`config.mk`:
```
export PLATFORM = sky130hd
export DESIGN_NAME = pipeline_hazard_ctrl_flat
export DESIGN_NICKNAME = d
export VERILOG_FILES = /design/src/rtl/hazard_pkg.sv /design/src/rtl/pipeline_hazard_ctrl_if.sv /design/src/rtl/pipeline_hazard_ctrl_forward_sel.sv /design/src/rtl/pipeline_hazard_ctrl.sv /design/src/flat_wrapper.sv
export SDC_FILE = /design/constraint.sdc
export NUM_CORES = 1
export LEC_CHECK = 0
export BUFFER_PORTS_ARGS = -buffer_cell sky130_fd_sc_hd__buf_2
export CORE_UTILIZATION = 35
export DETAILED_ROUTE_END_ITERATION = 10
export PLACE_DENSITY = 0.64
export SYNTH_ARGS = -nofsm -noshare
export SYNTH_HDL_FRONTEND = slang
export SYNTH_SLANG_ARGS = --single-unit
```
`constraint.sdc`:
```
create_clock -name clk -period 2.6 [get_ports clk]
set_clock_uncertainty 0.1 [all_clocks]
set_input_delay 0.52 -clock clk [delete_from_list [all_inputs] [get_ports clk]]
set_output_delay 0.52 -clock clk [all_outputs]
set_load 0.01 [all_outputs]
```
`src/rtl/hazard_pkg.sv`:
```
// Shared encodings for the hazard/forwarding controller; no logic, no latency.
// Backpressure: not applicable.
package hazard_pkg;

    localparam logic [1:0] FWD_RF  = 2'b00;
    localparam logic [1:0] FWD_WB  = 2'b01;
    localparam logic [1:0] FWD_MEM = 2'b10;

    localparam int LCNT_W = 3;

    typedef enum logic {
        ST_RUN        = 1'b0,
        ST_LOAD_STALL = 1'b1
    } state_t;

endpackage

```
`src/rtl/pipeline_hazard_ctrl_if.sv`:
```
// Pipeline-side view of the hazard controller: stage register fields in, enables/selects out.
// Backpressure: none carried here; mem_busy is just another pipeline observation.
interface pipeline_hazard_ctrl_if #(
    parameter int REG_ADDR_W = 5
);
    logic [REG_ADDR_W-1:0] id_rs1;
    logic [REG_ADDR_W-1:0] id_rs2;
    logic                  id_rs1_used;
    logic                  id_rs2_used;
    logic [REG_ADDR_W-1:0] ex_rd;
    logic                  ex_mem_read;
    logic                  ex_reg_write;
    logic [REG_ADDR_W-1:0] ex_rs1;
    logic [REG_ADDR_W-1:0] ex_rs2;
    logic [REG_ADDR_W-1:0] mem_rd;
    logic [REG_ADDR_W-1:0] wb_rd;
    logic                  mem_reg_write;
    logic                  wb_reg_write;
    logic                  branch_taken;
    logic                  mem_busy;

    logic                  pc_write_en;
    logic                  ifid_write_en;
    logic                  idex_write_en;
    logic                  exmem_write_en;
    logic                  ifid_flush;
    logic                  idex_bubble;
    logic [1:0]            forward_a;
    logic [1:0]            forward_b;

    modport master (
        output id_rs1, id_rs2, id_rs1_used, id_rs2_used,
               ex_rd, ex_mem_read, ex_reg_write, ex_rs1, ex_rs2,
               mem_rd, wb_rd, mem_reg_write, wb_reg_write,
               branch_taken, mem_busy,
        input  pc_write_en, ifid_write_en, idex_write_en, exmem_write_en,
               ifid_flush, idex_bubble, forward_a, forward_b
    );

    modport slave (
        input  id_rs1, id_rs2, id_rs1_used, id_rs2_used,
               ex_rd, ex_mem_read, ex_reg_write, ex_rs1, ex_rs2,
               mem_rd, wb_rd, mem_reg_write, wb_reg_write,
               branch_taken, mem_busy,
        output pc_write_en, ifid_write_en, idex_write_en, exmem_write_en,
               ifid_flush, idex_bubble, forward_a, forward_b
    );
endinterface

```
`src/rtl/pipeline_hazard_ctrl_forward_sel.sv`:
```
// ALU operand forwarding select for one EX source register; purely combinational.
// Backpressure: none; the select follows its inputs every cycle.
module forward_sel
    import hazard_pkg::*;
#(
    parameter int REG_ADDR_W = 5
) (
    input  logic [REG_ADDR_W-1:0] ex_rs,
    input  logic [REG_ADDR_W-1:0] mem_rd,
    input  logic                  mem_reg_write,
    input  logic [REG_ADDR_W-1:0] wb_rd,
    input  logic                  wb_reg_write,
    output logic [1:0]            fwd
);

    // EX/MEM holds the younger result, so it must win over MEM/WB.
    always_comb begin
        fwd = FWD_RF;
        if (mem_reg_write && (mem_rd != '0) && (mem_rd == ex_rs))
            fwd = FWD_MEM;
        else if (wb_reg_write && (wb_rd != '0) && (wb_rd == ex_rs))
            fwd = FWD_WB;
    end

endmodule

```
`src/rtl/pipeline_hazard_ctrl.sv`:
```
// Load-use stall FSM, branch flush, mem freeze and forwarding; decisions same-cycle, state on clk.
// Backpressure: mem_busy freezes every pipeline register enable and all internal state.
module pipeline_hazard_ctrl
    import hazard_pkg::*;
#(
    parameter int REG_ADDR_W = 5,
    parameter int LOAD_LAT   = 1,
    parameter int CNT_W      = 32
) (
    input  logic                    clk,
    input  logic                    reset,
    pipeline_hazard_ctrl_if.slave   hz,
    output logic [CNT_W-1:0]        stall_cycles
);

    localparam logic [LCNT_W-1:0] LCNT_INIT = LCNT_W'(LOAD_LAT - 1);

    state_t            state;
    logic [LCNT_W-1:0] lcnt;
    logic              lu;
    logic              stall;
    logic [1:0]        fwd_a_raw;
    logic [1:0]        fwd_b_raw;

    assign lu = (state == ST_RUN) && hz.ex_mem_read && hz.ex_reg_write &&
                (hz.ex_rd != '0) &&
                ((hz.id_rs1_used && (hz.ex_rd == hz.id_rs1)) ||
                 (hz.id_rs2_used && (hz.ex_rd == hz.id_rs2)));

    assign stall = lu || (state == ST_LOAD_STALL);

    // Priority: reset, freeze, branch flush, load stall, normal.
    always_comb begin
        hz.pc_write_en    = 1'b1;
        hz.ifid_write_en  = 1'b1;
        hz.idex_write_en  = 1'b1;
        hz.exmem_write_en = 1'b1;
        hz.ifid_flush     = 1'b0;
        hz.idex_bubble    = 1'b0;
        if (reset) begin
            hz.idex_bubble = 1'b1;
        end else if (hz.mem_busy) begin
            hz.pc_write_en    = 1'b0;
            hz.ifid_write_en  = 1'b0;
            hz.idex_write_en  = 1'b0;
            hz.exmem_write_en = 1'b0;
        end else if (hz.branch_taken) begin
            hz.ifid_flush  = 1'b1;
            hz.idex_bubble = 1'b1;
        end else if (stall) begin
            hz.pc_write_en   = 1'b0;
            hz.ifid_write_en = 1'b0;
            hz.idex_bubble   = 1'b1;
        end
    end

    always_ff @(posedge clk or posedge reset) begin
        if (reset) begin
            state        <= ST_RUN;
            lcnt         <= '0;
            stall_cycles <= '0;
        end else if (!hz.mem_busy) begin
            if (hz.branch_taken) begin
                // The dependent instruction is flushed, so any pending stall is moot.
                state <= ST_RUN;
                lcnt  <= '0;
            end else if (state == ST_RUN) begin
                if (lu && (LOAD_LAT > 1)) begin
                    state <= ST_LOAD_STALL;
                    lcnt  <= LCNT_INIT;
                end
            end else begin
                if (lcnt == LCNT_W'(1))
                    state <= ST_RUN;
                lcnt <= lcnt - LCNT_W'(1);
            end
            if (!hz.branch_taken && stall && (stall_cycles != '1))
                stall_cycles <= stall_cycles + CNT_W'(1);
        end
    end

    forward_sel #(.REG_ADDR_W(REG_ADDR_W)) u_fwd_a (
        .ex_rs         (hz.ex_rs1),
        .mem_rd        (hz.mem_rd),
        .mem_reg_write (hz.mem_reg_write),
        .wb_rd         (hz.wb_rd),
        .wb_reg_write  (hz.wb_reg_write),
        .fwd           (fwd_a_raw)
    );

    forward_sel #(.REG_ADDR_W(REG_ADDR_W)) u_fwd_b (
        .ex_rs         (hz.ex_rs2),
        .mem_rd        (hz.mem_rd),
        .mem_reg_write (hz.mem_reg_write),
        .wb_rd         (hz.wb_rd),
        .wb_reg_write  (hz.wb_reg_write),
        .fwd           (fwd_b_raw)
    );

    assign hz.forward_a = reset ? FWD_RF : fwd_a_raw;
    assign hz.forward_b = reset ? FWD_RF : fwd_b_raw;

endmodule

```
`src/flat_wrapper.sv`:
```
// flat-port wrapper written by rule: the top's interface ports become plain ports
module pipeline_hazard_ctrl_flat import hazard_pkg::*;
#(
    parameter int REG_ADDR_W = 5,
    parameter int LOAD_LAT   = 1,
    parameter int CNT_W      = 32
)
  (clk, reset, stall_cycles, hz_id_rs1, hz_id_rs2, hz_id_rs1_used, hz_id_rs2_used, hz_ex_rd, hz_ex_mem_read, hz_ex_reg_write, hz_ex_rs1, hz_ex_rs2, hz_mem_rd, hz_wb_rd, hz_mem_reg_write, hz_wb_reg_write, hz_branch_taken, hz_mem_busy, hz_pc_write_en, hz_ifid_write_en, hz_idex_write_en, hz_exmem_write_en, hz_ifid_flush, hz_idex_bubble, hz_forward_a, hz_forward_b);
  pipeline_hazard_ctrl_if #(.REG_ADDR_W(REG_ADDR_W)) hz_i ();
  input  logic clk;
  input  logic reset;
  output logic [CNT_W-1:0] stall_cycles;
  input wire logic [$bits(hz_i.id_rs1)-1:0] hz_id_rs1;
  input wire logic [$bits(hz_i.id_rs2)-1:0] hz_id_rs2;
  input wire logic [$bits(hz_i.id_rs1_used)-1:0] hz_id_rs1_used;
  input wire logic [$bits(hz_i.id_rs2_used)-1:0] hz_id_rs2_used;
  input wire logic [$bits(hz_i.ex_rd)-1:0] hz_ex_rd;
  input wire logic [$bits(hz_i.ex_mem_read)-1:0] hz_ex_mem_read;
  input wire logic [$bits(hz_i.ex_reg_write)-1:0] hz_ex_reg_write;
  input wire logic [$bits(hz_i.ex_rs1)-1:0] hz_ex_rs1;
  input wire logic [$bits(hz_i.ex_rs2)-1:0] hz_ex_rs2;
  input wire logic [$bits(hz_i.mem_rd)-1:0] hz_mem_rd;
  input wire logic [$bits(hz_i.wb_rd)-1:0] hz_wb_rd;
  input wire logic [$bits(hz_i.mem_reg_write)-1:0] hz_mem_reg_write;
  input wire logic [$bits(hz_i.wb_reg_write)-1:0] hz_wb_reg_write;
  input wire logic [$bits(hz_i.branch_taken)-1:0] hz_branch_taken;
  input wire logic [$bits(hz_i.mem_busy)-1:0] hz_mem_busy;
  output wire logic [$bits(hz_i.pc_write_en)-1:0] hz_pc_write_en;
  output wire logic [$bits(hz_i.ifid_write_en)-1:0] hz_ifid_write_en;
  output wire logic [$bits(hz_i.idex_write_en)-1:0] hz_idex_write_en;
  output wire logic [$bits(hz_i.exmem_write_en)-1:0] hz_exmem_write_en;
  output wire logic [$bits(hz_i.ifid_flush)-1:0] hz_ifid_flush;
  output wire logic [$bits(hz_i.idex_bubble)-1:0] hz_idex_bubble;
  output wire logic [$bits(hz_i.forward_a)-1:0] hz_forward_a;
  output wire logic [$bits(hz_i.forward_b)-1:0] hz_forward_b;
  assign hz_i.id_rs1 = hz_id_rs1;
  assign hz_i.id_rs2 = hz_id_rs2;
  assign hz_i.id_rs1_used = hz_id_rs1_used;
  assign hz_i.id_rs2_used = hz_id_rs2_used;
  assign hz_i.ex_rd = hz_ex_rd;
  assign hz_i.ex_mem_read = hz_ex_mem_read;
  assign hz_i.ex_reg_write = hz_ex_reg_write;
  assign hz_i.ex_rs1 = hz_ex_rs1;
  assign hz_i.ex_rs2 = hz_ex_rs2;
  assign hz_i.mem_rd = hz_mem_rd;
  assign hz_i.wb_rd = hz_wb_rd;
  assign hz_i.mem_reg_write = hz_mem_reg_write;
  assign hz_i.wb_reg_write = hz_wb_reg_write;
  assign hz_i.branch_taken = hz_branch_taken;
  assign hz_i.mem_busy = hz_mem_busy;
  assign hz_pc_write_en = hz_i.pc_write_en;
  assign hz_ifid_write_en = hz_i.ifid_write_en;
  assign hz_idex_write_en = hz_i.idex_write_en;
  assign hz_exmem_write_en = hz_i.exmem_write_en;
  assign hz_ifid_flush = hz_i.ifid_flush;
  assign hz_idex_bubble = hz_i.idex_bubble;
  assign hz_forward_a = hz_i.forward_a;
  assign hz_forward_b = hz_i.forward_b;
  pipeline_hazard_ctrl #(.REG_ADDR_W(REG_ADDR_W), .LOAD_LAT(LOAD_LAT), .CNT_W(CNT_W)) u_core (.clk(clk), .reset(reset), .hz(hz_i), .stall_cycles(stall_cycles));
endmodule
```
# After elaboration in Yosys (flattened, before gate mapping)
# Cells that the tools add are included.
[word_totals] wordCells=62 inputBits=45 output_inout_bits=42 ff_bits=36
[classes] bitwise_logic=2 n_eq_ne=8 add_sub_neg=2 n_reduce_logical=23 n_mux=24
[ops] cell="$add A32 B1 Y32 const B" count=1
[ops] cell="$ne A32 B32 Y1 const B" count=1
[ops] cell="$eq A5 B5 Y1" count=6
[ops] cell="$mux W1" count=18
[ops] cell="$reduce_bool A5 Y1" count=3
[ops] cell="$logic_and A1 B1 Y1" count=14
[ops] cell="$mux W2" count=4
[ops] cell="$mux W3" count=2
[ops] cell="$reduce_and A2 Y1" count=2
[ops] cell="$eq A3 B1 Y1 const B" count=1
[ops] cell="$sub A3 B1 Y3 const B" count=1
[ops] cell="$logic_or A1 B1 Y1" count=2
[ops] cell="$not A1 Y1" count=2
[ops] cell="$reduce_bool A2 Y1" count=1
[ops] cell="$logic_not A1 Y1" count=1

# Longest topological paths before layout
[depth] word_depth=10 ltp_mapped=7 depth_no_buf=6

# Modules after synthesis
# A second synthesis with hierarchy kept.
[hier_totals] cells_unflattened=247 hier_area_um2=2354.8
[modules_own_cells] module="pipeline_hazard_ctrl" area_each_um2=2052.0 seq_area_each_um2=900.9 cells_per_inst=207 instances=1
[modules_own_cells] module="forward_sel" area_each_um2=151.4 seq_area_each_um2=0.0 cells_per_inst=20 instances=2

# Worst setup path before layout
# Ideal clock, no wire load.
[synth_path] kind="input -> output" start="in reset" end="out hz_forward_a[0]" cell_stages=4 t_required_ns=1.980 n_path_buf=0 arrival_ns=2.146 slack_ns=-0.166 cell_sequence="inv_1 > o311a_1 > nand4_1 > nor4_1"
[synth_via] elab_chain_cells=1
[synth_rtl] element="from (decl)" line_no="flat_wrapper.sv:11" text="input logic reset;"
[synth_rtl] element="$mux W2" line_no="pipeline_hazard_ctrl.sv:100" text="assign hz.forward_a = reset ? FWD_RF : fwd_a_raw;"
[synth_rtl] element="to (decl)" line_no="flat_wrapper.sv:34" text="output wire logic [$bits(hz_i.forward_a)-1:0] hz_forward_a;"
# Every way passes these cells.

# Worst setup path in the final report
[layout_path] start="in hz_mem_rd[0]" end="out hz_forward_b[0]"
[layout_via] elab_chain_cells=5 elab_cells_between_ends=6 classes_between="eq/ne (1); mux (2); reduce/logical (3)"
[layout_rtl] element="from (decl)" line_no="flat_wrapper.sv:22" text="input wire logic [$bits(hz_i.mem_rd)-1:0] hz_mem_rd;"
[layout_rtl] element="$reduce_bool A5 Y1" line_no="pipeline_hazard_ctrl_forward_sel.sv:19" text="if (mem_reg_write && (mem_rd != '0) && (mem_rd == ex_rs))"
[layout_rtl] element="$logic_and A1 B1 Y1" line_no="pipeline_hazard_ctrl_forward_sel.sv:19"
[layout_rtl] element="$logic_and A1 B1 Y1 (*)" line_no="pipeline_hazard_ctrl_forward_sel.sv:19"
[layout_rtl] element="$mux W2 (*)" line_no="pipeline_hazard_ctrl_forward_sel.sv:19"
[layout_rtl] element="$mux W2 (*)" line_no="pipeline_hazard_ctrl.sv:101" text="assign hz.forward_b = reset ? FWD_RF : fwd_b_raw;"
[layout_rtl] element="to (decl)" line_no="flat_wrapper.sv:35" text="output wire logic [$bits(hz_i.forward_b)-1:0] hz_forward_b;"
# Mark *: on every way between the ends. The rest lies on a longest branch, timed or not.

==> summary.md <==
| Metric | Value |
|---|---|
| Post-CTS sizing | 0 |
| Crit path top cell by count | buf_2 |
| GRT Total Usage | 0.160 |
| Syn_nets | ~300 |
| FFs w/ async S/R, synth | 1.00 |
| Peak per-stage delay on the critical path | 0.55 ns |
| Port buffer count | 86 |
| Max_cap viols | 0 |
| # DRC | 0 |
| Sink Count | 36 |
| Clk_lat worst skew | between 0.2 and 0.3 ns |
| Clock Power Share | 0.479 |
| Setup Fix Bufs, Post-CTS | 0 |
| Setup ws final | 0.0638 ns |
| Register area share after synthesis | 0.350 |
| Mapped Cells | between 200 and 300 |
| Pwr/cell area | roughly 440 nW/µm² |
| Core area | about 7000 µm² |
| Io pins | 87 |
| Leak Pwr | 0.00142 µW |
| DP HPWL | roughly 4500 µm |
| CP Max Fanout | 3 |
| Clock slew at reported path FFs | 0.07 ns |
| Tmin final | ~2.5 ns |
| Period utilization | 0.975 |
| DRT Wirelength | around 6000 µm |
| Clk root buf | clkbuf_8 |
| Worst Max-Slew Pin Slew | 0.511 ns |
| Flop pwr share | 0.394 |
| Comb power frac | 0.127 |
| Antenna Nets Post-Route | 0 |
| Sw Ratio | 0.222 |
| Status | completed |
| R2R Path Start | u_core.state$_DFFE_PP0N_ |
| Layout cells sized above 1 | 0.376 |
| Vias per Instance | 5.15 |
| Synth warnings | 0 |
| Count of cell types in the netlist | 47 |
| GR Overflow Total | 0 |
| First-pass GRT wire length | 9760 µm |
| Die area | 7690 µm² |
| Initial antenna violation count | 0 |
| Internal power | 1130 µW |
| Crit end category | output port |
| Net Sw Power | between 300 and 400 µW |
| Vias in the first global route | between 2k and 2.5k |
| Nets | 398 |
| CP max-delay cell | or4_1 |
| HP Class | in -> async |
| Pre-Repair DR Iteration Count | 4 |
| Dpl ws | 0.0631 ns |
| Kind of critical path | in -> out |
| GP Congestion | 0.749 |
| Number of fill cells in the layout | 650 |
| Slew Limit Fails | 0 |
| CTS tree | done |
| Setup TNS | 0 ns |
| CTS buffer count | 5 |
| Maximum clock rate | ~390 MHz |
| RSZ-0062 raised after global routing | false |
| Final hold viol count | 0 |
| Initial DRC Count | 88 |
| Hold buffer count at cts | 0 |
| Post-synth EDFFs | 0 |
| Syn Std Cell Area | 2570 µm² |
| Starting Density | 0.370 |
| Largest net degree at the start of global routing | 37 |
| Seq cells post-synth | 36 |
| Avg Inst Size Synth | 9.89 µm² |
| Maximum vdd drop | 0.275 mV |
| Slew headroom | 0.658 |
| Rows | 30 |
| Final setup viols | 0 |
| Req. time, crit path | 1.98 ns |
| Cell chain of the critical path | buf_2 -> or4_1 -> o21ai_2 -> nor3_1 -> nor4_1 -> buf_2 |
| Ant. Diodes | 0 |
| Die Ht | 87.7 µm |
| Startpoint Class | input port |
| Routed len/inst | 13.4 µm |
| Crit path arrival time | 1.92 ns |
| Maximum root-to-sink buffer count | 2 |
| Critical path origin | hz_mem_rd[0] |
| Post-synth top flop | dfrtp_1 |
| Area growth from synthesis to layout | 27.4% |
| H-tree depth | 2 |
| Die X | 87.7 µm |
| Detailed-route via count | 2304 |
[path summary, 6_finish.rpt]
path | slack (ns) | depth (start not counted) | to
worst min register to register | 0.39 | 1 | u_core.stall_cycles[13]$_DFFE_PP0P_
worst min-delay path | 0.34 | 3 | u_core.lcnt[1]$_DFFE_PP0P_
worst max-delay path | 0.06 | 6 | hz_forward_b[0]
worst max register to register | 0.56 | 6 | u_core.stall_cycles[16]$_DFFE_PP0P_
min in group clk | 0.39 | 1 | u_core.stall_cycles[13]$_DFFE_PP0P_
max in group asynchronous | 1.72 | 3 | u_core.stall_cycles[17]$_DFFE_PP0P_
[cells by family after synthesis]
family | share of synthesized area
AND/OR/NAND/NOR | 0.294
XOR/XNOR | 0.208
flip-flops | 0.350
AO/OA/AOI/OAI | 0.0788
buffers and inverters | 0.0501
adder cells (fa/ha/maj) | 0.0146
multiplexers | 0.00438
[worst max-delay path, delay by kind of cell]
family	cells	cell delay (ns)
simple gates	3	0.92
compound gates	1	0.18
buf+inv	2	0.30
[area by class of cell]
cell class	count	area (µm²)	area share
multi-input cells	203	1560	0.475
inverters	11	45.0	0.0138
flip-flops and latches	36	901	0.275
clock inverters	3	90.1	0.0275
well taps	96	120	0.0367
clock buffers	5	68.8	0.0210
repair buffers	93	495	0.151
[power groups by stage]
stage	sequential [µW]	combinational, µW	clock [µW]
after floorplan	588	99.6	0
after global placement	585	183	0
after detailed placement	585	186	0
after CTS	574	187	707
after global routing	575	205	733
final	574	186	697
[layer usage]
metal | share of wire | global-route usage | vias to the layer above
met5 | 0 | 0 | -
met1 | 0.45 | 0.203 | 1094
met2 | 0.49 | 0.274 | 79
li1 | - | - | 1121
met3 | 0.047 | 0.0349 | 10
met4 | 0.016 | 0.0447 | 0
[flip-flops by register name, indices dropped and copies added (netlist names)]
signal               flops
u_core.state             1
u_core.stall_cycles     32
u_core.lcnt              3
[synth_stat cells (3+ instances only)]
master | instances | area share
ha_1 | 3 | 0.015
nand3_1 | 17 | 0.033
nor3_1 | 10 | 0.019
buf_4 | 4 | 0.012
nand4b_1 | 3 | 0.010
buf_6 | 3 | 0.013
xnor2_1 | 55 | 0.19
dfrtp_1 | 36 | 0.35
nand2_1 | 14 | 0.020
xor2_1 | 6 | 0.020
and2_1 | 3 | 0.0073
o21ai_0 | 7 | 0.014
and4_1 | 5 | 0.017
and3_1 | 6 | 0.015
nand4_1 | 18 | 0.044
inv_1 | 11 | 0.016
nand3_2 | 9 | 0.035
nor2_1 | 7 | 0.010
nor4_1 | 10 | 0.024
[layout by cell type, fill, tap and decap left out, types with 5 or more instances in the layout]
master    instances
buf_2            86
o21ai_0           7
and3_1            6
clkbuf_8          5
and4_1            5
xor2_1            6
nand3_1          17
nor4_1           10
nand2_1          14
buf_4             6
nand3_2           9
inv_1            10
nor2_1            7
xnor2_1          55
nor3_1           10
nand4_1          18
dfrtp_1          36
[metrics by stage]
step            util  hold slack (ns)  area (µm²)  total power (µW)  instances
2_1_floorplan      -            0.351        2570               688        260
3_3_place_gp   0.447            0.369        3100               768        439
3_5_place_dp   0.447            0.379        3100               771        439
4_1_cts        0.470            0.367        3260              1470        447
5_1_grt        0.472            0.402        3280              1510        447
6_report       0.472            0.341        3280              1460        447
Note: power is estimated with default switching activity, not from simulation.
